File: src/rtl/apu_pulse_bank_gen3_if.sv
// Bus bundle for apu_pulse_bank_gen3: frame-sequencer strobes, CPU register window,
// $4015 enables and the per-channel sample/active outputs.
interface apu_pulse_bank_gen3_if #(
    parameter int unsigned NUM_CH = 2
);
    localparam int unsigned AW = $clog2(NUM_CH) + 2;

    logic                  apu_clk;
    logic                  l_pulse;
    logic                  e_pulse;
    logic                  wren;
    logic [AW-1:0]         addr;
    logic [7:0]            from_cpu;
    logic [NUM_CH-1:0]     ch_en;
    logic [4*NUM_CH-1:0]   pulse_out;
    logic [NUM_CH-1:0]     active_out;

    modport master (
        output apu_clk, l_pulse, e_pulse, wren, addr, from_cpu, ch_en,
        input  pulse_out, active_out
    );

    modport slave (
        input  apu_clk, l_pulse, e_pulse, wren, addr, from_cpu, ch_en,
        output pulse_out, active_out
    );
endinterface

File: src/rtl/apu_pulse_bank_gen3.sv
// Bank of NUM_CH 2A03-style pulse channels sharing one register window and frame sequencer.
// Define APU_PULSE_SWEEP_EN to build the per-channel sweep units.
module apu_pulse_bank_gen3 #(
    parameter int unsigned NUM_CH        = 2,
    parameter logic [7:0]  NEG_ONES_MASK = 8'h01,
    parameter int unsigned MIN_PERIOD    = 8
) (
    input logic                  clk,
    input logic                  rst,
    apu_pulse_bank_gen3_if.slave bus
);
    localparam logic [7:0] LEN_TBL [32] = '{
        8'd10,  8'd254, 8'd20,  8'd2,  8'd40, 8'd4,  8'd80, 8'd6,
        8'd160, 8'd8,   8'd60,  8'd10, 8'd14, 8'd12, 8'd26, 8'd14,
        8'd12,  8'd16,  8'd24,  8'd18, 8'd48, 8'd20, 8'd96, 8'd22,
        8'd192, 8'd24,  8'd72,  8'd26, 8'd16, 8'd28, 8'd32, 8'd30
    };

    // Upper address bits pick the channel; out-of-range channels simply never match.
    logic [31:0] ch_sel;
    assign ch_sel = 32'(bus.addr) >> 2;

    for (genvar i = 0; i < int'(NUM_CH); i++) begin : g_ch
        logic [1:0]  duty;
        logic        halt;
        logic        cnst;
        logic [3:0]  vol;
        logic [10:0] period;
        logic [10:0] timer;
        logic [2:0]  step;
        logic [7:0]  length;
        logic        env_start;
        logic [3:0]  env_div;
        logic [3:0]  decay;
        logic [3:0]  level;
        logic [7:0]  pattern;
        logic        sweep_mute;
        logic        wr_hit;

        assign wr_hit = bus.wren && (ch_sel == 32'(i));

        // Duty pattern indexed by sequencer step (bit n = step n).
        always_comb begin
            pattern = 8'b0000_0010;
            case (duty)
                2'd0:    pattern = 8'b0000_0010;
                2'd1:    pattern = 8'b0000_0110;
                2'd2:    pattern = 8'b0001_1110;
                default: pattern = 8'b1111_1001;
            endcase
        end

`ifdef APU_PULSE_SWEEP_EN
        logic        sw_en;
        logic        sw_neg;
        logic        sw_reload;
        logic [2:0]  sw_div_cfg;
        logic [2:0]  sw_shift;
        logic [2:0]  sw_div;
        logic [11:0] shifted;
        logic [11:0] target;

        // Sweep target and mute; channel-specific negate flavour comes from NEG_ONES_MASK.
        always_comb begin
            shifted = 12'(period >> sw_shift);
            if (sw_neg)
                target = 12'(period) - shifted - (NEG_ONES_MASK[i] ? 12'd1 : 12'd0);
            else
                target = 12'(period) + shifted;
            sweep_mute = (!sw_neg && (target > 12'h7FF)) || (period < 11'(MIN_PERIOD));
        end
`else
        assign sweep_mute = 1'b0;
`endif

        always_ff @(posedge clk) begin
            if (rst) begin
                duty      <= 2'd0;
                halt      <= 1'b0;
                cnst      <= 1'b0;
                vol       <= 4'd0;
                period    <= 11'd0;
                timer     <= 11'd0;
                step      <= 3'd0;
                length    <= 8'd0;
                env_start <= 1'b0;
                env_div   <= 4'd0;
                decay     <= 4'd0;
                level     <= 4'd0;
`ifdef APU_PULSE_SWEEP_EN
                sw_en      <= 1'b0;
                sw_neg     <= 1'b0;
                sw_reload  <= 1'b0;
                sw_div_cfg <= 3'd0;
                sw_shift   <= 3'd0;
                sw_div     <= 3'd0;
`endif
            end else begin
                if (bus.apu_clk) begin
                    if (timer == 11'd0) begin
                        timer <= period;
                        step  <= step - 3'd1;
                    end else begin
                        timer <= timer - 11'd1;
                    end
                end

                if (bus.e_pulse) begin
                    if (env_start) begin
                        env_start <= 1'b0;
                        decay     <= 4'd15;
                        env_div   <= vol;
                    end else if (env_div == 4'd0) begin
                        env_div <= vol;
                        if (decay != 4'd0)
                            decay <= decay - 4'd1;
                        else if (halt)
                            decay <= 4'd15;
                    end else begin
                        env_div <= env_div - 4'd1;
                    end
                end

                if (bus.l_pulse && (length != 8'd0) && !halt)
                    length <= length - 8'd1;

`ifdef APU_PULSE_SWEEP_EN
                if (bus.l_pulse) begin
                    if ((sw_div == 3'd0) && sw_en && (sw_shift != 3'd0) && !sweep_mute)
                        period <= target[10:0];
                    if ((sw_div == 3'd0) || sw_reload) begin
                        sw_div    <= sw_div_cfg;
                        sw_reload <= 1'b0;
                    end else begin
                        sw_div <= sw_div - 3'd1;
                    end
                end
`endif

                // Register writes come last so a coincident write overrides the frame-driven update.
                if (wr_hit) begin
                    case (bus.addr[1:0])
                        2'd0: {duty, halt, cnst, vol} <= bus.from_cpu;
`ifdef APU_PULSE_SWEEP_EN
                        2'd1: begin
                            {sw_en, sw_div_cfg, sw_neg, sw_shift} <= bus.from_cpu;
                            sw_reload <= 1'b1;
                        end
`endif
                        2'd2: period[7:0] <= bus.from_cpu;
                        2'd3: begin
                            period[10:8] <= bus.from_cpu[2:0];
                            step         <= 3'd0;
                            env_start    <= 1'b1;
                            if (bus.ch_en[i])
                                length <= LEN_TBL[bus.from_cpu[7:3]];
                        end
                        default: ;
                    endcase
                end

                if (!bus.ch_en[i])
                    length <= 8'd0;

                if ((length == 8'd0) || (period < 11'(MIN_PERIOD)) || !pattern[step] || sweep_mute)
                    level <= 4'd0;
                else
                    level <= cnst ? vol : decay;
            end
        end

        assign bus.pulse_out[4*i +: 4] = level;
        assign bus.active_out[i]       = (length != 8'd0);
    end
endmodule
File: src/flat_wrapper.sv
// flat-port wrapper written by rule: the top's interface ports become plain ports
module apu_pulse_bank_gen3_flat 
#(
    parameter int unsigned NUM_CH        = 2,
    parameter logic [7:0]  NEG_ONES_MASK = 8'h01,
    parameter int unsigned MIN_PERIOD    = 8
)
  (clk, rst, bus_apu_clk, bus_l_pulse, bus_e_pulse, bus_wren, bus_addr, bus_from_cpu, bus_ch_en, bus_pulse_out, bus_active_out);
  apu_pulse_bank_gen3_if #(.NUM_CH(NUM_CH)) bus_i ();
  input logic clk;
  input logic rst;
  input wire logic [$bits(bus_i.apu_clk)-1:0] bus_apu_clk;
  input wire logic [$bits(bus_i.l_pulse)-1:0] bus_l_pulse;
  input wire logic [$bits(bus_i.e_pulse)-1:0] bus_e_pulse;
  input wire logic [$bits(bus_i.wren)-1:0] bus_wren;
  input wire logic [$bits(bus_i.addr)-1:0] bus_addr;
  input wire logic [$bits(bus_i.from_cpu)-1:0] bus_from_cpu;
  input wire logic [$bits(bus_i.ch_en)-1:0] bus_ch_en;
  output wire logic [$bits(bus_i.pulse_out)-1:0] bus_pulse_out;
  output wire logic [$bits(bus_i.active_out)-1:0] bus_active_out;
  assign bus_i.apu_clk = bus_apu_clk;
  assign bus_i.l_pulse = bus_l_pulse;
  assign bus_i.e_pulse = bus_e_pulse;
  assign bus_i.wren = bus_wren;
  assign bus_i.addr = bus_addr;
  assign bus_i.from_cpu = bus_from_cpu;
  assign bus_i.ch_en = bus_ch_en;
  assign bus_pulse_out = bus_i.pulse_out;
  assign bus_active_out = bus_i.active_out;
  apu_pulse_bank_gen3 #(.NUM_CH(NUM_CH), .NEG_ONES_MASK(NEG_ONES_MASK), .MIN_PERIOD(MIN_PERIOD)) u_core (.clk(clk), .rst(rst), .bus(bus_i));
endmodule
File: config.mk
export PLATFORM = sky130hd
export DESIGN_NAME = apu_pulse_bank_gen3_flat
export DESIGN_NICKNAME = d
export VERILOG_FILES = /design/src/rtl/apu_pulse_bank_gen3_if.sv /design/src/rtl/apu_pulse_bank_gen3.sv /design/src/flat_wrapper.sv
export SDC_FILE = /design/constraint.sdc
export NUM_CORES = 1
export LEC_CHECK = 0
export ABC_AREA = 0
export CAP_MARGIN = 20
export CORE_UTILIZATION = 45
export CTS_CLUSTER_SIZE = 20
export DETAILED_ROUTE_END_ITERATION = 10
export PLACE_DENSITY = 0.62
export SLEW_MARGIN = 5
export SYNTH_ARGS = -nofsm -noshare
export SYNTH_HDL_FRONTEND = slang
export SYNTH_SLANG_ARGS = --single-unit
File: constraint.sdc
create_clock -name clk -period 2.7 [get_ports clk]
set_input_delay 0.405 -clock clk [delete_from_list [all_inputs] [get_ports clk]]
set_output_delay 0.405 -clock clk [all_outputs]
set_load 0.005 [all_outputs]
# After elaboration in Yosys (flattened, before gate mapping)

Memory sizes are Yosys's and may differ from the RTL's.
Cells that the tools add are included.
W data, S select, Z words.

ROM bits: 256
Word-level logic and storage cells: 139
Bits in registers: 108
Bits of input ports: 19
Memories kept: 1

Reductions and logical operators: 44
Bitwise logic cells: 3
$add $sub $neg: 10
Equal/unequal tests: 6
$lt $le $gt $ge: 5
Mux-type cells: 44

Memories:

| name            | words | bits a word | rd ports | clocked after memory_dff | write ports | RTL line                   | RTL |
|---|---|---|---|---|---|---|---|
| (no name shown) | 32    | 8           | 1        | 0                        | 0           | apu_pulse_bank_gen3.sv:156 | `length <= LEN_TBL[bus.from_cpu[7:3]];` |

Operators by type and width:

| kind                    | count |
|---|---|
| $mux W8                 | 8 |
| $mux W4                 | 14 |
| $pmux W8 S3             | 2 |
| $logic_not A32 Y1       | 1 |
| $mux W3                 | 8 |
| $logic_not A11 Y1       | 2 |
| $lt A11 B4 Y1 const B   | 2 |
| $mux W11                | 2 |
| $sub A11 B1 Y11 const B | 2 |
| $logic_not A8 Y1        | 2 |
| $reduce_bool A8 Y1      | 2 |
| $sub A4 B1 Y4 const B   | 4 |
| $sub A8 B1 Y8 const B   | 2 |
| $reduce_and A2 Y1       | 6 |
| $eq A2 B2 Y1 const B    | 4 |
| $logic_not A4 Y1        | 2 |
| $lt A3 B4 Y1 const B    | 2 |
| $mux W1                 | 8 |
| $reduce_bool A4 Y1      | 2 |
| $reduce_or A2 Y1        | 4 |
| $bmux W1 S3             | 2 |
| $ge A6 B6 Y1 const B    | 1 |
| $logic_and A1 B1 Y1     | 6 |
| $logic_not A2 Y1        | 3 |
| other kinds (9)         | 21 |

# Longest topological paths before layout

Depth after elaboration: 7
Mapped depth: 8
Depth with buffers taken out: 7

# Worst setup path before layout

No wires, ideal clock.

Kind: register to register
Start: register u_core.g_ch[0].length[0]
End: register u_core.g_ch[0].length[1]
Required time: 2.614 ns
Stages on the path, launching flop included: 8
Setup slack: 0.750 ns
Period minus slack after synthesis: 1.950 ns
Arrival: 1.864 ns
Path through: dfxtp_1 -> inv_1 -> ha_1 -> or3b_2 -> nand2b_1 -> nand2_1 -> mux2_2 -> a211oi_1

Cells in the longest elaborated chain, start to end: 6
Elaborated cells between the ends (all ways): 7

RTL lines:

| item                               | RTL line                   | RTL |
|---|---|---|
| start: declaration                 | apu_pulse_bank_gen3.sv:31  | `logic [7:0] length;` |
| start signal: assignment           | apu_pulse_bank_gen3.sv:125 | `length <= length - 8'd1;` |
| start signal: assignment           | apu_pulse_bank_gen3.sv:156 |  |
| $reduce_bool A8 Y1 *               | --                         |  |
| named net bus_active_out[0]        | flat_wrapper.sv:20         | `output wire logic [$bits(bus_i.active_out)-1:0] bus_active_out;` |
| $logic_and A1 B1 Y1 * (2 in a row) | apu_pulse_bank_gen3.sv:124 | `if (bus.l_pulse && (length != 8'd0) && !halt)` |
| $mux W8 *                          | apu_pulse_bank_gen3.sv:124 |  |
| $mux W8                            | apu_pulse_bank_gen3.sv:142 | `case (bus.addr[1:0])` |
| $mux W8 *                          | apu_pulse_bank_gen3.sv:141 | `if (wr_hit) begin` |

Mark *: on every way through the listed nets, which the timed path passes. The rest lies on a longest branch.
A chain may end at the register's enable or synchronous reset.

# Final worst setup path

Start: register u_core.g_ch[0].length[0]
End: output port bus_active_out[0]

Cells in the longest elaborated chain, start to end: 1

RTL lines:

| item               | RTL line                   | RTL |
|---|---|---|
| $reduce_bool A8 Y1 | apu_pulse_bank_gen3.sv:173 | `assign bus.active_out[i] = (length != 8'd0);` |
| end: declaration   | flat_wrapper.sv:20         |  |

No other way between the ends.

==> impl_metrics.env <==
export IMPL_synth_seq_cells=108
export IMPL_setup_tns_ns=0
export IMPL_grt_pass1_vias=4795
export IMPL_clk_latency_ns=0.35
export IMPL_cts_root_buf="clkbuf_16"
export IMPL_power_frac_seq_pct=39.4
export IMPL_die_y_um=113
export IMPL_layout_setup_ws_ns=0.123
export IMPL_dpl_cell_area_um2=5990
export IMPL_multi_input_area_um2=3120
export IMPL_peakVddDrop_uv=481
export IMPL_pin_count=29
export IMPL_cp_start_kind="flip-flop"
export IMPL_worst_slew_pin_slew_ns=0.738
export IMPL_final_hold_viol_count=0
export IMPL_drv_cap=0
export IMPL_cts_made_buffers=9
export IMPL_fillCellCount=1166
export IMPL_syn2layout_area_growth_pct=13.7
export IMPL_power_switching_uw=1950
export IMPL_cts_htree_levels=3
export IMPL_crit_slowest_cell="or3b_2"
export IMPL_pre_cts_slack_ns=0.361
export IMPL_drtIter0Drc=249
export IMPL_finalCriticalPeriod_ns=2.58
export IMPL_gp_congestion=0.847
export IMPL_p_sw_share_pct=36.1
export IMPL_globalRouteOverflowTotal=0
export IMPL_worstPathRequired_ns=2.30
export IMPL_final_antenna_net_count=0
export IMPL_final_cell_mix="120 x nand2_1, 108 x dfxtp_1, 81 x a21oi_1, 56 x nor2_1, 34 x inv_1"
export IMPL_slew_viol_final=0
export IMPL_hold_buffers=0
export IMPL_drive_above_1_share_pct=6.93
export IMPL_grt_setup_unrepaired="no"
export IMPL_seq_area_um2=2160
export IMPL_p_total_uw=5400
export IMPL_vias=4964
export IMPL_synth_ff_type="dfxtp_1"
export IMPL_synth_largest_area_cell="dfxtp_1"
export IMPL_fmax_mhz=388
export IMPL_antenna_found_initial=0
export IMPL_nets=759
export IMPL_route_detailed_drc=1
export IMPL_wirelength_um=13500
export IMPL_fin_area_um2=6290
export IMPL_rows=40
export IMPL_hpwlAfterDp_um=9840
export IMPL_core_area_um2=12000
export IMPL_diodes=0
export IMPL_synth_top_area_share_pct=39.1
export IMPL_p_leak_uw=0.00222
export IMPL_layout_commonest_cell="nand2_1"
export IMPL_status="complete, but fails checks"
export IMPL_synth_edf_count=0
export IMPL_crit_type="reg -> out"
export IMPL_comb_power_share_pct=36.1
export IMPL_async_flop_share_pct=0
export IMPL_dieArea_um2=12700
export IMPL_path_clk_slew_ns=0.07
export IMPL_postSynthAreaPerCell_um2=7.97
export IMPL_wl_per_cell_um=15.6
export IMPL_critPathCaptureType="output pin"
export IMPL_p_per_area_nw_per_um2=858
export IMPL_setup_violations_final=0
export IMPL_skew_ns=0.00546
export IMPL_p_clk_share_pct=24.5
export IMPL_hp_class="reg -> reg"
export IMPL_post_route_period_util_pct=95.4
export IMPL_critPathArrivalTime_ns=2.17
export IMPL_cpPeakStageDelay_ns=0.50
export IMPL_cp_top_family="simple AND/OR/NAND/NOR gates"
export IMPL_portBuffers=28
export IMPL_intPower_uw=3450
export IMPL_cts_tree="yes"
export IMPL_clock_path_buffers=2
export IMPL_synthCells=694
export IMPL_relSlewSlack_pct=50.4
export IMPL_routed_via_density=5.71
export IMPL_crit_buf_inv=2
export IMPL_synth_area_top_cells="dfxtp_1 39%, nand2_1 8.1%, a21oi_1 7.3%"
export IMPL_grt_pass1_wl_um=23200
export IMPL_yosysUniqueCellTypes=65
export IMPL_path_cells="inv_1 > ha_1 > or3b_2 > nand2b_2 > clkdlybuf4s50_1"
export IMPL_yosysWarnings=0
export IMPL_crit_fanout=4
export IMPL_grt_max_degree=42
export IMPL_track_usage_pct=22.7
export IMPL_first_pass_iters=8
export IMPL_die_w_um=113
export IMPL_start_util_pct=46.0
export IMPL_numClockSinks=108
export IMPL_netlist_area_um2=5530
export IMPL_syn_num_nets=735
export IMPL_violations="DRC"
export IMPL_ys_seq_area_share_pct=39.1
final cells by class:
type                    instances  area share [%]
clock buffers                  10            3.80
clock inverters                 5           0.836
inverters                      34            2.03
multi-input cells             520            49.6
flip-flops and latches        108            34.4
well taps                     147            2.92
repair buffers                 45            6.41
cells in the mapped netlist, drive strengths merged (2+ instances only):
cell type / number
o22a: 2
or4: 4
xnor2: 13
o211ai: 8
o31ai: 4
inv: 34
o41ai: 3
nor3b: 7
nand3b: 2
ha: 22
nor3: 30
a221oi: 2
a311oi: 8
nor4: 14
o311ai: 3
xor2: 5
a31o: 2
nor2: 56
dfxtp: 108
nor2b: 9
a211oi: 18
or3: 11
a211o: 2
a21oi: 81
mux2: 4
nand2b: 14
nand3: 12
nand4: 2
o21ai: 14
a22oi: 2
or3b: 3
o22ai: 5
mux2i: 17
o311a: 2
nand2: 121
buf: 8
clkbuf: 24
power by group through the flow:
stage          registers, uW  clock network (uW)  logic [uW]
2_1_floorplan           2070                   0        1580
3_3_place_gp            2150                   0        1860
3_5_place_dp            2160                   0        1920
4_1_cts                 2120                1350        1950
5_1_grt                 2180                1420        2220
6_report                2130                1320        1950
final timing paths:
check                                                        endpoint  cells after the start                             startpoint  slack (ns)
worst min register to register  u_core.g_ch[1].period[2]$_SDFFE_PP0P_                      2  u_core.g_ch[1].period[2]$_SDFFE_PP0P_        0.46
worst min-delay path            u_core.g_ch[1].period[2]$_SDFFE_PP0P_                      2  u_core.g_ch[1].period[2]$_SDFFE_PP0P_        0.46
worst max-delay path                                bus_active_out[0]                      5    u_core.g_ch[0].length[0]$_SDFF_PP0_        0.12
worst max register to register    u_core.g_ch[0].length[5]$_SDFF_PP0_                      7    u_core.g_ch[0].length[0]$_SDFF_PP0_        0.53
sequential cells by signal (all words and copies together) (netlist names):
register and flops:
u_core.g_ch.duty 4, u_core.g_ch.halt 2, u_core.g_ch.env_start 2, u_core.g_ch.vol 8, u_core.g_ch.decay 8, u_core.g_ch.env_div 8
u_core.g_ch.cnst 2, u_core.g_ch.level 8, u_core.g_ch.step 6, u_core.g_ch.length 16, u_core.g_ch.timer 22, u_core.g_ch.period 22
worst min-delay path: cells and delay by family, from the launching register on:
| family | cells | cell delay, ns |
|---|---|---|
| flip-flops | 1 | 0.31 |
| AND/OR/NAND/NOR | 1 | 0.05 |
| AO/OA/AOI/OAI | 1 | 0.05 |
per-layer routing:
layer	wire length, um	global-route usage (%)	up-vias
met4	171	8.27	0
li1	-	-	2511
met5	0	0	-
met2	6370	37.9	81
met3	631	2.79	10
met1	6350	30.0	2362
metrics by stage:
stage	utilization (%)	std cells	hold slack [ns]
CTS	52.3	869	0.456
detailed placement	49.8	854	0.446
finish	52.4	869	0.455
global route	52.4	869	0.468
global placement	49.8	854	0.445
floorplan	-	694	0.433
kinds of logic (layout without fill, tap and decap cells):
kind of cell               count (synthesis)  after routing  synth area share, %
buffers and inverters                     66             94                 4.66
and+or+nand+nor                          292            292                 25.4
muxes                                     21             21                 3.89
AOI/OAI and AO/OA                        167            167                 19.1
DFF                                      108            108                 39.1
xor gates and xnor gates                  18             18                 2.85
adders and majority gates                 22             22                 4.98
what timing repair did:
action | 4_1_cts | 5_1_grt
gates resized for setup | 1 | 2
setup buffers | 0 | 0
setup endpoints to repair | 1 | 2
(Power assumes the default switching activity.)
